`config.mk`:
```
export PLATFORM = sky130hd
export DESIGN_NAME = rv_mem_ifc_flat
export DESIGN_NICKNAME = d
export VERILOG_FILES = /design/src/rtl/rv_mem_ifc_pkg.sv /design/src/rtl/rv_mem_ifc_if.sv /design/src/rtl/rv_mem_ifc_timeout_cnt.sv /design/src/rtl/rv_mem_ifc.sv /design/src/flat_wrapper.sv
export SDC_FILE = /design/constraint.sdc
export NUM_CORES = 1
export LEC_CHECK = 0
export BUFFER_PORTS_ARGS = -buffer_cell sky130_fd_sc_hd__buf_2
export CAP_MARGIN = 20
export CORE_MARGIN = 5
export CORE_UTILIZATION = 40
export DETAILED_ROUTE_END_ITERATION = 8
export GPL_ROUTABILITY_DRIVEN = 0
export GPL_TIMING_DRIVEN = 0
export HOLD_SLACK_MARGIN = 0.06
export PLACE_DENSITY = 0.75
export SLEW_MARGIN = 10
export SYNTH_ARGS = -nofsm -noshare
export SYNTH_HDL_FRONTEND = slang
export SYNTH_SLANG_ARGS = --single-unit
export TNS_END_PERCENT = 1
```
`constraint.sdc`:
```
create_clock -name clk -period 3.3 [get_ports clk]
set_input_delay 0.66 -clock clk [delete_from_list [all_inputs] [get_ports clk]]
set_output_delay 0.66 -clock clk [all_outputs]
set_load 0.02 [all_outputs]
```
`src/rtl/rv_mem_ifc_pkg.sv`:
```
// Shared types and constants for the multicycle core's memory bus interface.
package rv_mem_pkg;

    typedef enum logic [1:0] {
        IDLE = 2'd0,
        BUSY = 2'd1,
        DONE = 2'd2,
        ERR  = 2'd3
    } state_e;

    localparam int unsigned DEFAULT_TIMEOUT   = 16;
    localparam logic [31:0] DEFAULT_ERR_RDATA = 32'hDEAD_BEEF;
    localparam logic [1:0]  ALIGN_OK          = 2'b00;

    // Only word accesses exist on this bus, so the two low address bits must be zero.
    function automatic logic is_aligned(input logic [1:0] low_bits);
        return low_bits == ALIGN_OK;
    endfunction

endpackage

```
`src/rtl/rv_mem_ifc_if.sv`:
```
// Core-side and bus-side signals of the memory interface; the block itself uses the slave view.
interface rv_mem_ifc_if;

    logic        core_req;
    logic        core_we;
    logic [31:0] core_addr;
    logic [31:0] core_wdata;
    logic [31:0] core_rdata;
    logic        core_done;
    logic        core_err;
    logic        core_stall;
    logic        bus_req;
    logic        bus_we;
    logic [31:0] bus_addr;
    logic [31:0] bus_wdata;
    logic [31:0] bus_rdata;
    logic        bus_ack;

    modport slave (
        input  core_req, core_we, core_addr, core_wdata, bus_rdata, bus_ack,
        output core_rdata, core_done, core_err, core_stall,
               bus_req, bus_we, bus_addr, bus_wdata
    );

    modport master (
        output core_req, core_we, core_addr, core_wdata, bus_rdata, bus_ack,
        input  core_rdata, core_done, core_err, core_stall,
               bus_req, bus_we, bus_addr, bus_wdata
    );

endinterface

```
`src/rtl/rv_mem_ifc_timeout_cnt.sv`:
```
// Saturating 8-bit wait-state counter; tc_o flags the last bus cycle before an abort.
module rv_timeout_cnt
    import rv_mem_pkg::*;
#(
    parameter int unsigned TIMEOUT = DEFAULT_TIMEOUT
) (
    input  logic clk,
    input  logic rst,
    input  logic clr_i,
    input  logic en_i,
    output logic tc_o
);

    localparam logic [7:0] TC_VALUE = 8'(TIMEOUT - 1);

    logic [7:0] count_q;
    logic [7:0] count_d;

    always_comb begin
        count_d = count_q;
        if (clr_i) begin
            count_d = '0;
        end else if (en_i && count_q != 8'hFF) begin
            count_d = count_q + 8'd1;
        end
    end

    always_ff @(posedge clk) begin
        if (!rst) begin
            count_q <= '0;
        end else begin
            count_q <= count_d;
        end
    end

    assign tc_o = (count_q == TC_VALUE);

endmodule

```
`src/rtl/rv_mem_ifc.sv`:
```
// Turns the core's single-cycle memory access into a bus request/ack transaction
// with wait states, reporting misaligned or timed-out accesses as errors.
module rv_mem_ifc
    import rv_mem_pkg::*;
#(
    parameter int unsigned TIMEOUT   = DEFAULT_TIMEOUT,
    parameter logic [31:0] ERR_RDATA = DEFAULT_ERR_RDATA
) (
    input  logic        clk,
    input  logic        rst,
    rv_mem_ifc_if.slave mem
);

    state_e      state_q, state_d;
    logic        bus_req_q, bus_req_d;
    logic        we_q, we_d;
    logic [31:0] addr_q, addr_d;
    logic [31:0] wdata_q, wdata_d;
    logic [31:0] rdata_q, rdata_d;
    logic        cnt_clr;
    logic        cnt_en;
    logic        cnt_tc;

    rv_timeout_cnt #(.TIMEOUT(TIMEOUT)) u_timeout (
        .clk  (clk),
        .rst  (rst),
        .clr_i(cnt_clr),
        .en_i (cnt_en),
        .tc_o (cnt_tc)
    );

    always_ff @(posedge clk) begin
        if (!rst) begin
            state_q   <= IDLE;
            bus_req_q <= 1'b0;
            we_q      <= 1'b0;
            addr_q    <= '0;
            wdata_q   <= '0;
            rdata_q   <= '0;
        end else begin
            state_q   <= state_d;
            bus_req_q <= bus_req_d;
            we_q      <= we_d;
            addr_q    <= addr_d;
            wdata_q   <= wdata_d;
            rdata_q   <= rdata_d;
        end
    end

    // An ack sampled together with the terminal count still completes normally.
    always_comb begin
        state_d   = state_q;
        bus_req_d = bus_req_q;
        we_d      = we_q;
        addr_d    = addr_q;
        wdata_d   = wdata_q;
        rdata_d   = rdata_q;
        cnt_clr   = 1'b0;
        cnt_en    = 1'b0;
        case (state_q)
            IDLE: begin
                if (mem.core_req) begin
                    if (is_aligned(mem.core_addr[1:0])) begin
                        state_d   = BUSY;
                        bus_req_d = 1'b1;
                        we_d      = mem.core_we;
                        addr_d    = mem.core_addr;
                        wdata_d   = mem.core_wdata;
                        cnt_clr   = 1'b1;
                    end else begin
                        state_d = ERR;
                    end
                end
            end
            BUSY: begin
                if (mem.bus_ack) begin
                    state_d   = DONE;
                    bus_req_d = 1'b0;
                    if (!we_q) begin
                        rdata_d = mem.bus_rdata;
                    end
                end else if (cnt_tc) begin
                    state_d   = ERR;
                    bus_req_d = 1'b0;
                    if (!we_q) begin
                        rdata_d = ERR_RDATA;
                    end
                end else begin
                    cnt_en = 1'b1;
                end
            end
            DONE:    state_d = IDLE;
            ERR:     state_d = IDLE;
            default: state_d = IDLE;
        endcase
    end

    assign mem.core_rdata = rdata_q;
    assign mem.core_done  = (state_q == DONE) || (state_q == ERR);
    assign mem.core_err   = (state_q == ERR);
    assign mem.core_stall = ((state_q == IDLE) && mem.core_req) || (state_q == BUSY);
    assign mem.bus_req    = bus_req_q;
    assign mem.bus_we     = we_q;
    assign mem.bus_addr   = addr_q;
    assign mem.bus_wdata  = wdata_q;

endmodule

```
`src/flat_wrapper.sv`:
```
// flat-port wrapper written by rule: the top's interface ports become plain ports
module rv_mem_ifc_flat import rv_mem_pkg::*;
#(
    parameter int unsigned TIMEOUT   = DEFAULT_TIMEOUT,
    parameter logic [31:0] ERR_RDATA = DEFAULT_ERR_RDATA
)
  (clk, rst, mem_core_req, mem_core_we, mem_core_addr, mem_core_wdata, mem_bus_rdata, mem_bus_ack, mem_core_rdata, mem_core_done, mem_core_err, mem_core_stall, mem_bus_req, mem_bus_we, mem_bus_addr, mem_bus_wdata);
  rv_mem_ifc_if mem_i ();
  input  logic clk;
  input  logic rst;
  input wire logic [$bits(mem_i.core_req)-1:0] mem_core_req;
  input wire logic [$bits(mem_i.core_we)-1:0] mem_core_we;
  input wire logic [$bits(mem_i.core_addr)-1:0] mem_core_addr;
  input wire logic [$bits(mem_i.core_wdata)-1:0] mem_core_wdata;
  input wire logic [$bits(mem_i.bus_rdata)-1:0] mem_bus_rdata;
  input wire logic [$bits(mem_i.bus_ack)-1:0] mem_bus_ack;
  output wire logic [$bits(mem_i.core_rdata)-1:0] mem_core_rdata;
  output wire logic [$bits(mem_i.core_done)-1:0] mem_core_done;
  output wire logic [$bits(mem_i.core_err)-1:0] mem_core_err;
  output wire logic [$bits(mem_i.core_stall)-1:0] mem_core_stall;
  output wire logic [$bits(mem_i.bus_req)-1:0] mem_bus_req;
  output wire logic [$bits(mem_i.bus_we)-1:0] mem_bus_we;
  output wire logic [$bits(mem_i.bus_addr)-1:0] mem_bus_addr;
  output wire logic [$bits(mem_i.bus_wdata)-1:0] mem_bus_wdata;
  assign mem_i.core_req = mem_core_req;
  assign mem_i.core_we = mem_core_we;
  assign mem_i.core_addr = mem_core_addr;
  assign mem_i.core_wdata = mem_core_wdata;
  assign mem_i.bus_rdata = mem_bus_rdata;
  assign mem_i.bus_ack = mem_bus_ack;
  assign mem_core_rdata = mem_i.core_rdata;
  assign mem_core_done = mem_i.core_done;
  assign mem_core_err = mem_i.core_err;
  assign mem_core_stall = mem_i.core_stall;
  assign mem_bus_req = mem_i.bus_req;
  assign mem_bus_we = mem_i.bus_we;
  assign mem_bus_addr = mem_i.bus_addr;
  assign mem_bus_wdata = mem_i.bus_wdata;
  rv_mem_ifc #(.TIMEOUT(TIMEOUT), .ERR_RDATA(ERR_RDATA)) u_core (.clk(clk), .rst(rst), .mem(mem_i));
endmodule
```
==> metrics.cfg <==
[outcome]
outcome=complete, no violations

[grt]
antenna_found_initial=0
grt_start_max_net_pins=17
grt-ovfl-total=0
grt_usage_pct=19.0
grt_pass1_vias=3666
grt_pass1_wl_um=17700

[clock_tree]
cts.path.max_buffers=2
clockRootBuffer=clkbuf_8
cts-buffers-inserted=9
worstSkewPairLatency_ps=360
cts_tree=yes
cts.sinks=108
post_cts_buffers=0
path_clk_slew_ps=100
cts_hold_buf=0
ctsResizeCount=0
htreeDepth=3

[sta]
min_period_ps=1900
finalSetupViolations=0
setup_slack_ps=1400
drv_slew=0
timing.final.crit_share_pct=57.5
rsz0062_at_grt=false
finalHoldViolations=0
timing.fmax_ghz=0.527
tns_ps=0
tightest_slew_ps=599
relSlewSlack_pct=60.1
fin_skew_ps=7.53

[synthesis]
ys_warn_count=0
ys_seq_area_share_pct=55.8
synth_xor_area_share_pct=0
synth_fp_nets=543
synth_top_flop_cell=dfxtp_1
syn_area_um2=3880
synth_top_family_by_area=compound AO/OA/AOI/OAI gates
synth_enable_flop_cells=0
ys_types=33
syn-mean-instance-area_um2=8.79
netlist_instances=441
async_flop_share_pct=0
yosys.area_share.adder_pct=0.323
synth_compound_area_share_pct=19.9
synthMuxAreaShare_pct=0.516
ys_seq_elements=108
yosys.area_share.simple_pct=19.4

[detailed_routing]
drt_iter0_drc=166
wire_per_inst_um=14.5
ant_nets=0
wl_um=11500
num_vias=3893
dr.pass1.iters=4
vias_per_cell=4.93
drc_errors=0

[floorplan]
start_util_pct=40.4
core_um2=9590
ioPinCount=202
die_area_um2=11800
die_x_um=108
die_h_um=108
num_rows=36

[job]
cap_violations=0

[placement]
pre_cts_ws_ps=1040
post-place-cells=774
hpwlAfterDp_um=8780
portBuffers=200
placed_cell_area_um2=5040

[final_layout]
final_cells=790
final_common_cell=buf_2
final_area_um2=5250
layout_common_cells=207 x buf_2, 150 x nand2_1, 108 x dfxtp_1
nets=754
drive_gt1_share_pct=38.5
antennaDiodeCount=0
area_delta_synth_final_pct=35.4
num-fill-cells=920

[worst_setup_path]
crit_path_end_kind=flop
crit_type=reg -> reg
crit_arrival_ps=2130
start_kind=flop
r2r_start=u_core.state_q[1]$_SDFFE_PN0P_
crit_start=u_core.state_q[1]$_SDFFE_PN0P_
required_ps=3530
r2r_cells=5
crit_fanout=10

[hold_path]
min_path_type=reg -> reg
min_path_cells=2
min-delay-start=u_core.mem.bus_wdata[0]$_SDFFE_PN0P_

[power_and_ir_drop]
power.density_nw_per_um2=479
ir_worst_vdd_mv=0.203
p_leak_uw=0.00239
total_power_uw=2510

## per-layer routing
layer / wire length [um] / GRT usage, % / vias to the layer above
met1: 4680 / 22.5 / 1772
met5: 0 / 0 / -
met3: 1190 / 6.09 / 19
met2: 5360 / 31.6 / 167
met4: 235 / 7.94 / 0
li1: - / - / 1935
## power breakdown
part | switching, uW | internal [uW]
Sequential | 26.3 | 1350
Combinational | 188 | 128
Clock | 428 | 394
## synthesized netlist by cell type, types with 2 or more instances
master / instances / share of area (%)
nand2b_1: 4 / 0.65
o221a_2: 24 / 7.0
buf_4: 3 / 0.58
o21ai_0: 3 / 0.39
nand2_1: 150 / 15
a21oi_1: 72 / 9.3
and2_1: 4 / 0.65
nand3_1: 3 / 0.39
mux2i_1: 2 / 0.52
or4_1: 4 / 0.77
clkbuf_1: 22 / 2.1
o22ai_1: 8 / 1.3
nor2_1: 5 / 0.48
nor4_2: 2 / 0.65
buf_2: 7 / 0.90
o41ai_1: 3 / 0.68
dfxtp_1: 108 / 56
inv_1: 2 / 0.19
## worst max-delay path: stages, from the launching register on
cell and delay [ps]:
dfxtp_1 370, nor4_2 450, nand2_1 370, clkbuf_1 360, nand2_1 140, a21oi_1 70
## metrics by stage
stage | hold WS, ps | utilization (%)
floorplan | 452 | -
global placement | 440 | 52.6
detailed placement | 444 | 52.6
global route | 478 | 54.7
finish | 457 | 54.7
CTS | 458 | 54.7
## worst paths after layout
path	to	slack, ps
hold reg to reg	u_core.mem.bus_wdata[0]$_SDFFE_PN0P_	460
setup reg to reg	u_core.mem.bus_wdata[1]$_SDFFE_PN0P_	1400
setup / recovery	u_core.mem.bus_wdata[1]$_SDFFE_PN0P_	1400
hold / removal	u_core.mem.bus_wdata[0]$_SDFFE_PN0P_	460
## cell families after synthesis
kind of cell	Yosys count
AND/OR/NAND/NOR	179
AO/OA/AOI/OAI	116
flip-flops	108
buffers and inverters	35
multiplexers	2
adder cells (fa/ha/maj)	1
## cell type report
type / instances / area (um^2) / area share (%)
Clock buffer: 13 / 159 / 3.03
Timing Repair Buffer: 200 / 1000 / 19.1
Clock inverter: 3 / 45.0 / 0.858
Multi-Input combinational cell: 298 / 1560 / 29.6
Buffer: 33 / 151 / 2.89
Inverter: 2 / 7.51 / 0.143
Tap cell: 133 / 166 / 3.17
Sequential cell: 108 / 2160 / 41.2
## registers in the layout, indices dropped and copies added, names as in the netlist
register / count
u_core.mem.bus_addr: 32
u_core.mem.bus_we: 1
u_core.state_q: 2
u_core.mem.bus_wdata: 32
u_core.u_timeout.count_q: 8
u_core.mem.bus_req: 1
u_core.mem.core_rdata: 32
No activity file was read; power rests on OpenSTA's default activity.
